File: config.mk
export PLATFORM = sky130hd
export DESIGN_NAME = pool_write_packer
export DESIGN_NICKNAME = d
export VERILOG_FILES = /design/src/rtl/pool_write_packer.sv
export SDC_FILE = /design/constraint.sdc
export NUM_CORES = 1
export LEC_CHECK = 0
export ABC_CLOCK_PERIOD_IN_PS = 4400
export CAP_MARGIN = 15
export CORE_ASPECT_RATIO = 0.5
export CORE_MARGIN = 5
export CORE_UTILIZATION = 35
export CTS_BUF_LIST = sky130_fd_sc_hd__clkbuf_8 sky130_fd_sc_hd__clkbuf_16
export DETAILED_ROUTE_END_ITERATION = 10
export PLACE_DENSITY = 0.63
export REMOVE_ABC_BUFFERS = 1
export SLEW_MARGIN = 20
export SYNTH_ARGS = -nofsm -noshare
export SYNTH_HDL_FRONTEND = slang
export SYNTH_SLANG_ARGS = --single-unit
File: constraint.sdc
create_clock -name clk -period 4.4 [get_ports clk]
set_clock_uncertainty 0.2 [all_clocks]
set_input_delay 0.66 -clock clk [delete_from_list [all_inputs] [get_ports clk]]
set_output_delay 0.66 -clock clk [all_outputs]
set_load 0.02 [all_outputs]
File: src/rtl/pool_write_packer.sv
// Packs PIX_W-bit pooled pixels into LANES-wide DRAM words. A one-entry output
// register with a ready handshake feeds the DRAM write port.
module pool_write_packer #(
  parameter int PIX_W     = 8,
  parameter int LANES     = 8,
  parameter int ADDR_W    = 10,
  parameter int TOTAL_PIX = 196,
  parameter int BASE_ADDR = 0
) (
  input  logic                     clk,
  input  logic                     rst,
  input  logic                     start,
  input  logic                     pix_valid,
  input  logic [PIX_W-1:0]         pix_data,
  output logic                     pix_ready,
  input  logic                     mem_ready,
  output logic                     DRAMwriteEn,
  output logic [ADDR_W-1:0]        DRAMwriteAddr,
  output logic [PIX_W*LANES-1:0]   DRAMwriteData,
  output logic                     busy,
  output logic                     done
);
  localparam int DATA_W = PIX_W * LANES;
  localparam int LW     = (LANES > 1) ? $clog2(LANES) : 1;
  localparam int CW     = (TOTAL_PIX > 1) ? $clog2(TOTAL_PIX) : 1;

  typedef enum logic [1:0] {IDLE, PACK, FLUSH, DONE} state_t;

  state_t              state_q, state_d;
  logic [CW-1:0]       cnt_q, cnt_d;
  logic [LW-1:0]       lane_q, lane_d;
  logic [ADDR_W-1:0]   word_q, word_d;
  logic [DATA_W-1:0]   pack_q, pack_d;
  logic                pack_full_q, pack_full_d;
  logic                out_valid_q, out_valid_d;
  logic [ADDR_W-1:0]   out_addr_q, out_addr_d;
  logic [DATA_W-1:0]   out_data_q, out_data_d;

  logic                accept, out_free, last_lane, last_pix, complete_now;
  logic [DATA_W-1:0]   word_new;

  assign pix_ready     = (state_q == PACK) && !(pack_full_q && out_valid_q && !mem_ready);
  assign accept        = pix_valid && pix_ready;
  assign out_free      = !out_valid_q || mem_ready;
  assign last_lane     = (lane_q == LW'(LANES - 1));
  assign last_pix      = (cnt_q == CW'(TOTAL_PIX - 1));
  assign complete_now  = accept && (last_lane || last_pix);

  assign DRAMwriteEn   = out_valid_q;
  assign DRAMwriteAddr = out_addr_q;
  assign DRAMwriteData = out_data_q;
  assign busy          = (state_q == PACK) || (state_q == FLUSH);
  assign done          = (state_q == DONE);

  // Lane 0 starts a fresh word, so stale lanes never leak into a padded word.
  always_comb begin
    word_new = (lane_q == '0) ? '0 : pack_q;
    for (int unsigned i = 0; i < LANES; i++) begin
      if (lane_q == LW'(i)) word_new[PIX_W*i +: PIX_W] = pix_data;
    end
  end

  always_comb begin
    state_d     = state_q;
    cnt_d       = cnt_q;
    lane_d      = lane_q;
    word_d      = word_q;
    pack_d      = pack_q;
    pack_full_d = pack_full_q;
    out_valid_d = out_valid_q && !mem_ready;
    out_addr_d  = out_addr_q;
    out_data_d  = out_data_q;

    if (accept) begin
      pack_d = word_new;
      lane_d = last_lane ? '0 : lane_q + LW'(1);
      cnt_d  = last_pix ? cnt_q : cnt_q + CW'(1);
    end

    // A parked word has priority; otherwise a word completing now bypasses
    // the pack register straight into the output register.
    if (pack_full_q && out_free) begin
      out_valid_d = 1'b1;
      out_addr_d  = ADDR_W'(BASE_ADDR) + word_q;
      out_data_d  = pack_q;
      word_d      = word_q + ADDR_W'(1);
      pack_full_d = complete_now;
    end else if (complete_now) begin
      if (out_free) begin
        out_valid_d = 1'b1;
        out_addr_d  = ADDR_W'(BASE_ADDR) + word_q;
        out_data_d  = word_new;
        word_d      = word_q + ADDR_W'(1);
      end else begin
        pack_full_d = 1'b1;
      end
    end

    unique case (state_q)
      IDLE, DONE: begin
        state_d = IDLE;
        if (start) begin
          state_d     = PACK;
          cnt_d       = '0;
          lane_d      = '0;
          word_d      = '0;
          pack_d      = '0;
          pack_full_d = 1'b0;
        end
      end
      PACK:  if (accept && last_pix) state_d = FLUSH;
      FLUSH: if (!pack_full_q && out_free) state_d = DONE;
      default: state_d = IDLE;
    endcase
  end

  always_ff @(posedge clk or negedge rst) begin
    if (!rst) begin
      state_q     <= IDLE;
      cnt_q       <= '0;
      lane_q      <= '0;
      word_q      <= '0;
      pack_q      <= '0;
      pack_full_q <= 1'b0;
      out_valid_q <= 1'b0;
      out_addr_q  <= '0;
      out_data_q  <= '0;
    end else begin
      state_q     <= state_d;
      cnt_q       <= cnt_d;
      lane_q      <= lane_d;
      word_q      <= word_d;
      pack_q      <= pack_d;
      pack_full_q <= pack_full_d;
      out_valid_q <= out_valid_d;
      out_addr_q  <= out_addr_d;
      out_data_q  <= out_data_d;
    end
  end
endmodule

==> impl_metrics.json, run 1 <==
{
  "status": "finished, final reports clean",
  "ys_types": 38,
  "h-tree-depth": 4,
  "synth_area_mm2": 0.007228,
  "required_ns": 4.48,
  "final-hold-violation-count": 0,
  "startpoint": "lane_q[2]$_DFF_PN0_",
  "synth_flop_cell": "dfrtp_1",
  "rsz0062_at_grt": "no",
  "syn_area_per_cell_um2": 10.05,
  "synth_edf_count": 0,
  "synth_compound_area_share_pct": 17.85,
  "slew_headroom_pct": 38.71,
  "hold_path_class": "register to register",
  "nNetsFinal": 808,
  "cts_tree": "yes",
  "cts_resized": 0,
  "vdd_drop_max_mv": 0.3527,
  "reg2reg_from": "lane_q[2]$_DFF_PN0_",
  "timing.final.crit_share_pct": 68.34,
  "grt-busiest-layer": "met2",
  "die_height_um": 111.6,
  "synth_top_family_by_area": "compound AO/OA/AOI/OAI gates",
  "synth-xor-area-share_pct": 1.575,
  "via_count": 5594,
  "yosysSeqAreaShare_pct": 56.43,
  "tightest_slew_ns": 0.9097,
  "synth-seq-cells": 163,
  "track_usage_pct": 15.09,
  "area_delta_synth_final_pct": 23.91,
  "slew_viol_final": 0,
  "setup_viol": 0,
  "cts.sinks": 163,
  "cts_hold_buf": 0,
  "cp-start-kind": "register",
  "yosys.area_share.simple_pct": 14.59,
  "multi_input_area_mm2": 0.002915,
  "grt_max_degree": 105,
  "grt_pass1_vias": 5667,
  "ant_nets": 0,
  "io_buffers": 90,
  "cts_buffer_depth": 2,
  "final_cell_mix": "dfrtp_1 (163), nand2_1 (98), nor2_1 (91)",
  "p_leak_nw": 3.868,
  "critPathMaxFanout": 74,
  "crit_chain": "ha_1 > nor2_1 > o41ai_4 > nand2_4 > buf_4 > o21ai_0",
  "met2_usage_pct": 23.64,
  "holdPathEnd": "DRAMwriteData[11]$_DFFE_PN0P_",
  "drt-initial-drc-count": 484,
  "insertion_delay_ns": 0.43,
  "clkTransAtPathRegs_ns": 0.07,
  "hp-start": "DRAMwriteData[11]$_DFFE_PN0P_",
  "rrSetupSlack_ns": 1.39,
  "core-area_mm2": 0.02042,
  "clock-root-buffer": "clkbuf_16",
  "antenna_found_initial": 0,
  "p_per_area_mw_per_mm2": 463.0,
  "maxCapViolations": 0,
  "fin_setup_tns_ns": 0,
  "overflow": 0,
  "layout-drive-gt1-share_pct": 7.152,
  "yosys.area_share.adder_pct": 1.904,
  "routedWlPerCell_um": 16.33,
  "synth_cells": 719,
  "wirelength_um": 17470,
  "die_width_um": 213.2,
  "worstPathArrival_ns": 3.08,
  "max_freq_mhz": 332.5,
  "finalCriticalPeriod_ns": 3.007,
  "cpPeakStageDelay_ns": 0.66,
  "ioPinCount": 91,
  "critical_path_class": "register to register",
  "ys_warn_count": 0,
  "hpwlAfterDp_um": 11260,
  "rows": 37,
  "synthMuxAreaShare_pct": 4.328,
  "start_util_pct": 35.40,
  "gr-usage-met3_pct": 3.322,
  "async_flop_share_pct": 100.0,
  "cts_setup_buffers": 0,
  "cts_buffers": 17,
  "critPathSlowestCell": "dfrtp_1",
  "routed_via_density": 5.228,
  "cp-end-kind": "register",
  "holdPathStages": 2,
  "rr_endpoint": "DRAMwriteData[54]$_DFFE_PN0P_",
  "met1_usage_pct": 20.97,
  "first_pass_iters": 5,
  "diodes": 0,
  "die_area_mm2": 0.02380,
  "seq_area_mm2": 0.004079,
  "fillers": 1942,
  "layout.cells.most_common": "dfrtp_1",
  "drc_errors": 0,
  "gp_congestion": 0.7567,
  "grt_pass1_wl_um": 29290,
  "r2r_cells": 6,
  "power.total_mw": 4.146
}
cell families after synthesis:
family                     count (synthesis)
buffers and inverters                     62
and+or+nand+nor                          244
adders and majority gates                 11
AOI/OAI and AO/OA                        196
DFF                                      163
xor gates and xnor gates                  13
muxes                                     30
flip-flops by register name, indices dropped and copies added (netlist names):
register       count
DRAMwriteData     64
DRAMwriteAddr     10
pack_q            64
state_q            2
DRAMwriteEn        1
word_q            10
pack_full_q        1
cnt_q              8
lane_q             3
cell usage after synthesis (2+ instances only):
cell	instances	share of area (%)
and4_1	2	0.24
buf_1	12	0.62
o31ai_1	2	0.21
a21oi_1	15	1.0
nor2b_1	10	0.87
nand4_1	13	1.1
xor2_1	11	1.3
nand2_1	98	5.1
o21ai_1	3	0.21
or4_1	2	0.21
xnor2_1	2	0.24
and2_1	5	0.43
mux2i_1	20	2.8
nand3_1	7	0.48
and3_1	4	0.35
clkbuf_1	42	2.2
o21ai_0	67	4.6
inv_1	7	0.36
nor3_1	3	0.21
a31oi_1	8	0.69
dfrtp_1	163	56
nor2_1	91	4.7
nand2b_1	4	0.35
mux2_2	10	1.6
a32oi_1	16	1.9
ha_1	11	1.9
a22oi_1	80	8.3
where the power goes:
| part | leakage [nW] | internal [mW] | switching [mW] | total [mW] |
|---|---|---|---|---|
| registers | 2.27 | 1.59 | 0.0855 | 1.67 |
| clock network | 0.279 | 0.794 | 0.650 | 1.44 |
| logic | 1.32 | 0.303 | 0.726 | 1.03 |
| total | 3.87 | 2.69 | 1.46 | 4.15 |
routing by layer:
layer  routed length, um  part of all wire (%)
met5                   0                     0
met1                8193                    47
met2                8395                    48
met3                 626                   3.6
met4                 254                   1.5
critical path: cells and delay by family (launching register included):
family | cells | cell delay [ns]
flops | 1 | 0.66
compound gates | 2 | 0.38
fa+ha+maj | 1 | 0.54
simple gates | 2 | 0.51
buf+inv | 1 | 0.53
cell type report:
cell class	instances	share of cell area, %
repair buffers	101	11.39
flip-flops and latches	163	45.54
clock buffers	17	4.750
inverters	7	0.2934
well taps	273	3.814
clock inverters	15	1.662
multi-input cells	494	32.55
through the flow:
step	cells	setup WS (ns)	hold slack, ns	util [%]	instance area (um2)
4_1_cts	1068	1.376	0.1975	43.68	8919
5_1_grt	1070	1.115	0.3005	43.87	8956
3_5_place_dp	1036	1.294	0.2718	40.87	8344
6_report	1070	1.393	0.2788	43.87	8956
2_1_floorplan	664	0.8727	0.1644	-	7014
3_3_place_gp	1036	1.350	0.2619	40.87	8344
worst max-delay path by stage:
stage / depth (start not counted) / endpoint
2_1_floorplan: 6 / word_q[5]$_DFF_PN0_
3_3_place_gp: 6 / DRAMwriteData[4]$_DFFE_PN0P_
3_5_place_dp: 6 / pack_q[53]$_DFF_PN0_
4_1_cts: 6 / DRAMwriteData[54]$_DFFE_PN0P_
5_1_grt: 6 / DRAMwriteData[54]$_DFFE_PN0P_
6_report: 6 / DRAMwriteData[54]$_DFFE_PN0P_
(Power assumes the default switching activity.)
==> inputs of run 2 (changes only) <==
ABC_CLOCK_PERIOD_IN_PS = 2500   (was 4400)
PLACE_DENSITY = 0.65   (was 0.63)
clock period = 2.5 ns   (was 4.4 ns; I/O delays follow)
==> impl_metrics.json, run 2 (synthesized netlist as in run 1, its figures left out) <==
{
  "critPathMaxFanout": 9,
  "setup_viol": 0,
  "grt_pass1_vias": 5611,
  "cts_tree": "yes",
  "cts_buffer_depth": 2,
  "diodes": 0,
  "ant_nets": 0,
  "cp-start-kind": "register",
  "area_delta_synth_final_pct": 27.21,
  "die_area_mm2": 0.02380,
  "timing.final.crit_share_pct": 94.66,
  "critical_path_class": "register to register",
  "via_count": 5759,
  "final-hold-violation-count": 0,
  "insertion_delay_ns": 0.42,
  "h-tree-depth": 4,
  "crit_chain": "ha_2 > or3b_4 > o41ai_4 > nand2_4 > buf_4 > or3_1 > a21oi_1",
  "slew_viol_final": 0,
  "ioPinCount": 91,
  "seq_area_mm2": 0.004079,
  "die_width_um": 213.2,
  "hold_path_class": "input pin to async pin",
  "track_usage_pct": 15.57,
  "overflow": 0,
  "p_per_area_mw_per_mm2": 801.9,
  "tightest_slew_ns": 0.6037,
  "cts_buffers": 17,
  "first_pass_iters": 6,
  "rows": 37,
  "status": "finished, final reports clean",
  "critPathSlowestCell": "or3b_4",
  "fillers": 1907,
  "antenna_found_initial": 0,
  "dp.cells": 1065,
  "rsz0062_at_grt": "no",
  "clkTransAtPathRegs_ns": 0.07,
  "cts.sinks": 163,
  "layout-drive-gt1-share_pct": 10.53,
  "required_ns": 2.65,
  "routedWlPerCell_um": 16.54,
  "fin_util_pct": 45.04,
  "final_cell_mix": "dfrtp_1 (163), nand2_1 (98), nor2_1 (90)",
  "worst-path-buf-inv": 1,
  "max_freq_mhz": 422.5,
  "worstPathArrival_ns": 2.52,
  "multi_input_area_mm2": 0.002920,
  "cpLargestDelayFamily": "simple AND/OR/NAND/NOR gates",
  "nNetsFinal": 837,
  "clock-root-buffer": "clkbuf_16",
  "hpwlAfterDp_um": 11930,
  "p_leak_nw": 4.046,
  "maxCapViolations": 0,
  "vdd_drop_max_mv": 0.5095,
  "grt_pass1_wl_um": 30210,
  "routed_via_density": 5.240,
  "core-area_mm2": 0.02042,
  "io_buffers": 90,
  "drc_errors": 0,
  "cp-end-kind": "register",
  "finalCriticalPeriod_ns": 2.367,
  "stdcell_count": 1099,
  "slew_headroom_pct": 59.48,
  "gp_congestion": 0.7629,
  "grt_max_degree": 71,
  "wirelength_um": 18180,
  "fin_setup_tns_ns": 0,
  "layout.cells.most_common": "dfrtp_1",
  "die_height_um": 111.6,
  "cpPeakStageDelay_ns": 0.40,
  "fin_hold_ws_ns": 0.2509,
  "start_util_pct": 35.40,
  "drt-initial-drc-count": 552
}
[run 2: changes by cell type in the layout (fill, tap and decap cells not counted), sizes merged]
cell           previous run  this run
clkinvlp                  2         1
clkbuf                   17        18
bufinv                    1         0
clkdlybuf4s50            89        87
clkinv                    6         7
dlymetal6s2s              0         2
buf                      11        40
[run 2: layout make-up]
type                       instances  area share [%]
clock buffer                      18           4.776
clock inverter                    14           1.129
sequential                       163           44.36
inverter                           7          0.2858
timing repair buffer             130           13.97
multi-input combinational        494           31.76
tap                              273           3.715
[run 2: final timing paths]
check	from	to	slack, ns	cells after the start
worst max register to register	cnt_q[1]$_DFF_PN0_	word_q[7]$_DFF_PN0_	0.13	7
worst max-delay path	cnt_q[1]$_DFF_PN0_	word_q[7]$_DFF_PN0_	0.13	7
worst min register to register	DRAMwriteData[47]$_DFFE_PN0P_	DRAMwriteData[47]$_DFFE_PN0P_	0.28	2
max in group asynchronous	rst	cnt_q[2]$_DFF_PN0_	1.07	3
worst min-delay path	rst	DRAMwriteData[4]$_DFFE_PN0P_	0.25	2
min in group clk	DRAMwriteData[47]$_DFFE_PN0P_	DRAMwriteData[47]$_DFFE_PN0P_	0.28	2
[run 2: where the power goes]
| group | leakage (nW) | internal, mW | total [mW] | switching [mW] |
|---|---|---|---|---|
| combinational | 1.50 | 0.670 | 2.04 | 1.37 |
| sequential | 2.27 | 2.80 | 2.90 | 0.103 |
| clock | 0.274 | 1.31 | 2.43 | 1.12 |
| total | 4.05 | 4.78 | 7.37 | 2.60 |
[run 2: metrics by stage]
step	instance area [um2]	power [mW]	setup WS (ns)
global route	9195	7.806	0.0005282
finish	9195	7.374	0.1334
floorplan	7014	4.147	-1.027
global placement	8625	4.947	0.1610
CTS	9178	7.429	0.01319
detailed placement	8625	4.989	0.1078
[run 2: routing by layer]
layer / part of all wire [%] / vias up / track usage (%)
met3: 4.9 / 27 / 3.632
li1: - / 2734 / -
met4: 1.8 / 0 / 4.022
met1: 47 / 2834 / 22.06
met5: 0 / - / 0
met2: 47 / 164 / 24.25
[run 2: repair_timing]
action / CTS / global route
resized for setup: 0 / 5
setup buffers: 0 / 1
endpoints found under the setup margin: 0 / 33
endpoints found under the hold margin: 44 / 0
hold buffers: 1 / 0
[run 2: worst reg2reg max path: stages, from the launching register on]
cell and delay, ns:
dfrtp_1 0.39, ha_2 0.22, or3b_4 0.40, o41ai_4 0.30, nand2_4 0.11, buf_4 0.19, or3_1 0.34, a21oi_1 0.14
==> inputs of run 3 (changes only) <==
TNS_END_PERCENT = 10   (was default)
==> impl_metrics.json, run 3 (synthesized netlist as in run 1, its figures left out) <==
{
  "wirelength_um": 18170,
  "first_pass_iters": 6,
  "slew_headroom_pct": 60.72,
  "met1_length_um": 8547,
  "track_usage_pct": 15.57,
  "hold_path_class": "input pin to async pin",
  "rrSetupSlack_ns": 0.11,
  "power.total_mw": 7.376,
  "rows": 37,
  "final-hold-violation-count": 0,
  "die_area_mm2": 0.02380,
  "pwr-share-seq_pct": 39.3,
  "p_sw_mw": 2.606,
  "fillers": 1907,
  "reg2reg_from": "cnt_q[0]$_DFF_PN0_",
  "start_util_pct": 35.40,
  "cts_setup_buffers": 0,
  "finalCriticalPeriod_ns": 2.391,
  "wl_met2_um": 8640,
  "cpLargestDelayFamily": "simple AND/OR/NAND/NOR gates",
  "cts_buffers": 17,
  "maxUsedRoutingLayer": "met4",
  "layout.cells.most_common": "dfrtp_1",
  "routed_via_density": 5.239,
  "finalInstanceArea_mm2": 0.009195,
  "diodes": 0,
  "layout-drive-gt1-share_pct": 10.55,
  "p_sw_share_pct": 35.33,
  "worstPathArrival_ns": 2.55,
  "ant_nets": 0,
  "clock-root-buffer": "clkbuf_16",
  "via_count": 5752,
  "p_per_area_mw_per_mm2": 802.2,
  "core-area_mm2": 0.02042,
  "vdd_drop_max_mv": 0.5083,
  "area_delta_synth_final_pct": 27.21,
  "setup_viol": 0,
  "tightest_slew_ns": 0.5853,
  "p_leak_nw": 4.042,
  "nNetsFinal": 836,
  "status": "finished, final reports clean",
  "max_freq_mhz": 418.2,
  "ioPinCount": 91,
  "hpwlAfterDp_um": 11930,
  "io_buffers": 90,
  "cp-end-kind": "register",
  "fin_ws_ns": 0.1086,
  "maxCapViolations": 0,
  "required_ns": 2.66,
  "overflow": 0,
  "r2r_cells": 7,
  "met3_length_um": 730,
  "cts.sinks": 163,
  "dp.cells": 1065,
  "h-tree-depth": 4,
  "drc_errors": 0,
  "cpPeakStageDelay_ns": 0.41,
  "rr_endpoint": "word_q[7]$_DFF_PN0_",
  "pwr-share-comb_pct": 27.7,
  "critical_path_class": "register to register",
  "startpoint": "cnt_q[0]$_DFF_PN0_",
  "gp_congestion": 0.7629,
  "grt_max_degree": 71,
  "p_int_mw": 4.770,
  "drt-initial-drc-count": 570,
  "crit_chain": "ha_2 > or3b_4 > o41ai_4 > nand2_4 > buf_4 > or3_1 > a21oi_1",
  "pwr-share-clk_pct": 33.0,
  "routedWlPerCell_um": 16.54,
  "critPathMaxFanout": 9,
  "cp-start-kind": "register",
  "slew_viol_final": 0,
  "place_area_mm2": 0.008625,
  "die_width_um": 213.2,
  "stdcell_count": 1098,
  "pre_cts_ws_ns": 0.1078,
  "cts_tree": "yes",
  "cts_buffer_depth": 2,
  "grt_pass1_vias": 5611,
  "antenna_found_initial": 0,
  "final_cell_mix": "dfrtp_1 (163), nand2_1 (98), nor2_1 (90)",
  "insertion_delay_ns": 0.43,
  "timing.final.crit_share_pct": 95.66,
  "grt_pass1_wl_um": 30210,
  "die_height_um": 111.6,
  "critPathSlowestCell": "dfrtp_1",
  "rsz0062_at_grt": "yes",
  "clkTransAtPathRegs_ns": 0.07,
  "worst-path-buf-inv": 1
}
==> run 3: changes by cell type in the layout (fill, tap and decap cells not counted) <==
cell | previous run | this run
a21oi_2 | 0 | 1
buf_6 | 1 | 2
buf_4 | 33 | 31
a21oi_1 | 15 | 14
==> run 3: worst max path at each step <==
stage | to | slack [ns] | cells after the start
floorplan | word_q[5]$_DFF_PN0_ | -1.03 | 6
global placement | DRAMwriteData[4]$_DFFE_PN0P_ | 0.16 | 8
detailed placement | pack_q[28]$_DFF_PN0_ | 0.11 | 7
CTS | busy | 0.01 | 4
global route | word_q[7]$_DFF_PN0_ | -0.02 | 7
finish | word_q[7]$_DFF_PN0_ | 0.11 | 7
==> run 3: final cells by class <==
type / count / area, um2 / share of cell area (%)
clock inverters: 14 / 103.9 / 1.129
flip-flops and latches: 163 / 4079 / 44.36
inverters: 7 / 26.28 / 0.2858
clock buffers: 18 / 439.2 / 4.776
repair buffers: 129 / 1281 / 13.93
well taps: 273 / 341.6 / 3.715
multi-input cells: 494 / 2924 / 31.80
==> run 3: routing by layer <==
layer,vias to the layer above,GRT usage [%]
met5,-,0
met4,0,4.022
met3,18,3.632
met2,146,24.25
met1,2858,22.06
li1,2730,-
==> run 3: worst register-to-register path: stages, from the launching register on <==
cell and delay [ns]:
dfrtp_1 0.41, ha_2 0.22, or3b_4 0.41, o41ai_4 0.30, nand2_4 0.11, buf_4 0.19
or3_1 0.34, a21oi_1 0.14
==> run 3: power groups by stage <==
stage | registers (mW) | clock network (mW) | logic [mW]
floorplan | 2.96 | 0 | 1.19
detailed placement | 2.95 | 0 | 2.04
CTS | 2.90 | 2.48 | 2.05
global placement | 2.94 | 0 | 2.01
finish | 2.90 | 2.44 | 2.04
global route | 2.92 | 2.60 | 2.28
==> run 3: what timing repair did <==
item	4_1_cts	5_1_grt
setup endpoints to repair	0	33
hold endpoints to repair	44	0
hold buffers	1	0
gates resized for setup	0	7
==> run 3: stage by stage <==
step,utilization [%],hold WS (ns),TNS [ns]
after CTS,44.95,0.2589,0
after detailed placement,42.24,0.1478,0
after global routing,45.04,0.2814,-0.02349
after floorplan,-,-0.1206,-63.31
final,45.04,0.2489,0
after global placement,42.24,0.1441,0
